**src/rtl/rot_shift_sequencer.sv**
```systemverilog
// Multi-cycle shift/rotate unit: moves an operand at most MAX_STEP bit positions per clock
// through a narrow step stage and completes with a start/busy/done handshake.
module rot_shift_sequencer #(
    parameter int unsigned MAX_STEP = 8
) (
    input  logic        clock,
    input  logic        clear,
    input  logic        start,
    input  logic [2:0]  op,
    input  logic [31:0] a_in,
    input  logic [31:0] b_in,
    output logic        busy,
    output logic        done,
    output logic [31:0] result
);

    localparam int unsigned DATA_W = 32;
    localparam int unsigned CNT_W  = 5;

    localparam logic [2:0] OP_SHR = 3'b000;
    localparam logic [2:0] OP_SRA = 3'b001;
    localparam logic [2:0] OP_SHL = 3'b010;
    localparam logic [2:0] OP_ROR = 3'b011;
    localparam logic [2:0] OP_ROL = 3'b100;

    typedef enum logic [1:0] {
        S_IDLE = 2'd0,
        S_RUN  = 2'd1,
        S_DONE = 2'd2
    } state_t;

    state_t              state_q;
    logic [DATA_W-1:0]   acc_q;
    logic [CNT_W-1:0]    cnt_q;
    logic [2:0]          op_q;

    logic [CNT_W-1:0]    step_c;
    logic [DATA_W-1:0]   acc_d;
    logic [CNT_W-1:0]    cnt_d;
    logic [2*DATA_W-1:0] dbl_r_c;
    logic [2*DATA_W-1:0] dbl_l_c;
    logic                no_run_c;
    logic                unused_b_c;

    // Upper distance bits carry no meaning: rotates and shifts are taken modulo 32.
    assign unused_b_c = ^b_in[31:5];

    // Zero distance and reserved opcodes skip RUN and return the operand unchanged.
    assign no_run_c = (b_in[4:0] == '0) || (op > OP_ROL);

    // One step of at most MAX_STEP positions applied to the accumulator.
    always_comb begin
        step_c  = (cnt_q > CNT_W'(MAX_STEP)) ? CNT_W'(MAX_STEP) : cnt_q;
        dbl_r_c = {acc_q, acc_q} >> step_c;
        dbl_l_c = {acc_q, acc_q} << step_c;
        acc_d   = acc_q;
        case (op_q)
            OP_SHR:  acc_d = acc_q >> step_c;
            OP_SRA:  acc_d = DATA_W'($signed(acc_q) >>> step_c);
            OP_SHL:  acc_d = acc_q << step_c;
            OP_ROR:  acc_d = dbl_r_c[DATA_W-1:0];
            OP_ROL:  acc_d = dbl_l_c[2*DATA_W-1:DATA_W];
            default: acc_d = acc_q;
        endcase
        cnt_d = cnt_q - step_c;
    end

    always_ff @(posedge clock or negedge clear) begin
        if (!clear) begin
            state_q <= S_IDLE;
            acc_q   <= '0;
            cnt_q   <= '0;
            op_q    <= '0;
            busy    <= 1'b0;
            done    <= 1'b0;
            result  <= '0;
        end else begin
            case (state_q)
                S_IDLE, S_DONE: begin
                    done <= 1'b0;
                    if (start) begin
                        acc_q <= a_in;
                        cnt_q <= b_in[4:0];
                        op_q  <= op;
                        if (no_run_c) begin
                            state_q <= S_DONE;
                            done    <= 1'b1;
                            result  <= a_in;
                        end else begin
                            state_q <= S_RUN;
                            busy    <= 1'b1;
                        end
                    end else begin
                        state_q <= S_IDLE;
                    end
                end
                S_RUN: begin
                    acc_q <= acc_d;
                    cnt_q <= cnt_d;
                    if (cnt_d == '0) begin
                        state_q <= S_DONE;
                        busy    <= 1'b0;
                        done    <= 1'b1;
                        result  <= acc_d;
                    end
                end
                default: begin
                    state_q <= S_IDLE;
                    busy    <= 1'b0;
                    done    <= 1'b0;
                end
            endcase
        end
    end

endmodule
```
**config.mk**
```make
export PLATFORM = sky130hd
export DESIGN_NAME = rot_shift_sequencer
export DESIGN_NICKNAME = d
export VERILOG_FILES = /design/src/rtl/rot_shift_sequencer.sv
export SDC_FILE = /design/constraint.sdc
export NUM_CORES = 1
export LEC_CHECK = 0
export ABC_AREA = 1
export BUFFER_PORTS_ARGS = -buffer_cell sky130_fd_sc_hd__buf_4
export CAP_MARGIN = 10
export CORE_UTILIZATION = 51
export DETAILED_ROUTE_END_ITERATION = 12
export HOLD_SLACK_MARGIN = 0.06
export PLACE_DENSITY = 0.69
export SLEW_MARGIN = 20
export SYNTH_ARGS = -nofsm -noshare
export SYNTH_HDL_FRONTEND = slang
export SYNTH_SLANG_ARGS = --single-unit
```
**constraint.sdc**
```tcl
create_clock -name clock -period 3.05 [get_ports clock]
set_input_delay 0.1525 -clock clock [delete_from_list [all_inputs] [get_ports clock]]
set_output_delay 0.1525 -clock clock [all_outputs]
set_load 0.1 [all_outputs]
```
==> run_results.csv <==
group,metric,value,unit
outcome,status,"finished, final reports clean",
floorplanning,dieArea,0.0148,mm^2
floorplanning,dieWidth,122,um
setup_path,critPathKind,"reg -> reg",
timing,finalCritPeriodShare,96.3,%
timing,slew_headroom,28.9,%
setup_path,cp_max_fo,15,
timing,rsz0062_at_grt,"no",
timing,skew,0.00767,ns
setup_path,critPathRequiredTime,3.33,ns
final_layout,fillCellCount,1399,
clock_tree,ctsRootBufferMaster,"clkbuf_16",
yosys,async_reset_ff_share,100,%
placement,placed_area,0.00801,mm^2
yosys,synth_top_cell_area_share,27.7,%
drt,postRouteAntennaNets,0,
yosys,synth_top_family_by_area,"simple AND/OR/NAND/NOR gates",
placement,place_inst,1522,
yosys,synth_compound_area_share,9.35,%
drt,vias,9187,
clock_tree,cts_tree,"done",
clock_tree,cts_setup_buffers,0,
yosys,yosysUniqueCellTypes,34,
global_routing,grt_pass1_vias,8112,
drt,drt-total-wl,27.9,mm
min_path,hold_depth,3,
global_routing,grt_max_degree,72,
timing,hold_viol_final,0,
placement,dp_hpwl,20.8,mm
yosys,netlist_instances,1310,
setup_path,crit_path_end_kind,"register",
clock_tree,cts.sinks,75,
yosys,yosysSeqAreaShare,25.7,%
placement,port_buffers,76,
yosys,synth_area_per_cell,5.57,um^2
global_routing,grt_pass1_wl,43.4,mm
final_layout,nets,1428,
min_path,min_path_type,"in -> reg",
setup_path,worstPathArrival,3.21,ns
timing,max_freq,340,MHz
drt,drtIter0Drc,1361,
floorplanning,rows,43,
setup_path,path_cells,"inv_1 -> nor2_1 -> inv_1 -> buf_4 -> o21ai_0 -> nand2_1 -> nand2_1 -> nand2_1 -> nand2_1",
floorplanning,start_util,52.4,%
setup_path,start_kind,"register",
clock_tree,insertion_delay,0.34,ns
setup_path,cp_common_cell,"nand2_1",
final_layout,fin_area,0.00835,mm^2
yosys,ys_warn_count,0,
setup_path,critPathSlowestCell,"nor2_1",
floorplanning,die_h,122,um
yosys,ys.flop_type,"dfrtp_1",
floorplanning,ios,104,
global_routing,track_usage,38.5,%
yosys,synth_edf_count,0,
clock_tree,clockBufferDepth,2,
floorplanning,coreArea,0.0139,mm^2
final_layout,multi_input_area,0.00468,mm^2
global_routing,gr-total-overflow,0,
final_layout,layout-drive-gt1-share,10.1,%
timing,setup_tns,0,ns
yosys,yosysTopAreaCell,"nand2_1",
drt,via_per_inst,5.96,
drt,drc,0,
yosys,synth_xor_area_share,0.240,%
yosys,synth_fa_ha_area_share,0.171,%
timing,worst_pin_slew,1.06,ns
clock_tree,cts_buffers,9,
yosys,syn_nets,1381,
final_layout,area_growth,14.4,%
yosys,synthMuxAreaShare,0,%
drt,first_pass_iters,7,
yosys,synth-seq-cells,75,
yosys,syn_area,0.00730,mm^2
yosys,yosysMostFrequentCell,"nand2_1",
clock_tree,clk_pin_slew,0.06,ns
clock_tree,cts_hold_buf,4,
global_routing,antenna_found_initial,0,
setup_path,crit_path_max_incr_delay,0.82,ns
timing,period_needed,2.94,ns
setup_path,r2r_cells,9,
yosys,synth-simple-area-share,54.2,%
drt,post_drt_wl_per_cell,18.1,um
clock_tree,cts-resized-gates,0,
timing,drv_slew,0,
final_layout,seqCellArea,0.00188,mm^2
yosys,netlist_top_cells_area,"nand2_1 28%, dfrtp_1 26%, nand3_1 22%",
yosys,synth_commonest_cells,"538 x nand2_1, 315 x nand3_1, 96 x inv_1, 75 x dfrtp_1, 59 x o21ai_0",
final_layout,final-instance-count-excl-fill,1542,
flow_run,drv_cap,0,
placement,gp_congestion,1.02,
final_layout,antenna_cells,0,
timing,final-setup-viol-count,0,
clock_tree,cts-htree-levels,3,
## layer usage
layer  vias up  track usage, %  wire [um]  part of all wire [%]
met2       613            54.9      11500                    41
met1      4103            56.0      12100                    43
met5         -               0          0                     0
met3        94            7.35       3270                    12
li1       4377               -          -                     -
met4         0            16.8       1070                   3.8
## worst max-delay path, delay by kind of cell, from the launching register on
| family | cells | cell delay [ns] |
|---|---|---|
| simple gates | 5 | 1.18 |
| compound gates | 1 | 0.40 |
| buf+inv | 3 | 0.91 |
| flops | 1 | 0.37 |
## placed cells by master, fill, tap and decap left out, drive strengths merged, types with 3 or more instances in the layout
cell type / instances
a21oi: 33
buf: 110
clkbuf: 11
clkinvlp: 3
dfrtp: 75
dlygate4sd3: 4
inv: 100
nand2: 541
nand3: 315
nand3b: 4
nand4: 8
nor2: 50
o211ai: 12
o21ai: 78
or2: 3
## cell families (layout without fill, tap and decap cells)
family | count (synthesis) | after routing
xor gates and xnor gates | 2 | 2
DFF | 75 | 75
AOI/OAI and AO/OA | 128 | 128
and+or+nand+nor | 926 | 926
other | 1 | 1
buffers and inverters | 177 | 229
adders and majority gates | 1 | 1
## area by class of cell
class	instances	area share (%)
Sequential cell	75	22.5
Inverter	99	4.45
Multi-Input combinational cell	1058	56.1
Clock buffer	11	2.91
Clock inverter	5	0.734
Tap cell	180	2.70
Timing Repair Buffer	114	10.7
## worst paths after layout
kind | end | slack, ns | startpoint
min | cnt_q[2]$_DFFE_PN0P_ | 0.07 | b_in[2]
max reg2reg | result[0]$_DFFE_PN0P_ | 0.11 | op_q[2]$_DFFE_PN0P_
min in group asynchronous | acc_q[6]$_DFFE_PN0P_ | 0.30 | clear
max | result[0]$_DFFE_PN0P_ | 0.11 | op_q[2]$_DFFE_PN0P_
min reg2reg | result[11]$_DFFE_PN0P_ | 0.49 | result[11]$_DFFE_PN0P_
max in group asynchronous | result[0]$_DFFE_PN0P_ | 2.04 | clear
## flip-flops by register name (all words and copies together) (netlist names)
signal and flops:
acc_q 32, result 32, cnt_q 5, op_q 3
busy 1, done 1, state_q 1
## metrics by stage
step	utilization, %	hold slack, ns	setup slack (ns)
final	59.9	0.0695	0.113
after global routing	59.9	0.0897	0.00633
after CTS	59.9	0.0683	0.272
after floorplan	-	-0.143	0.742
after global placement	57.4	0.123	0.308
after detailed placement	57.4	0.134	0.294
Power is not shown: default switching activity piles up to over one toggle a cycle in this logic, so the estimate is an artifact.
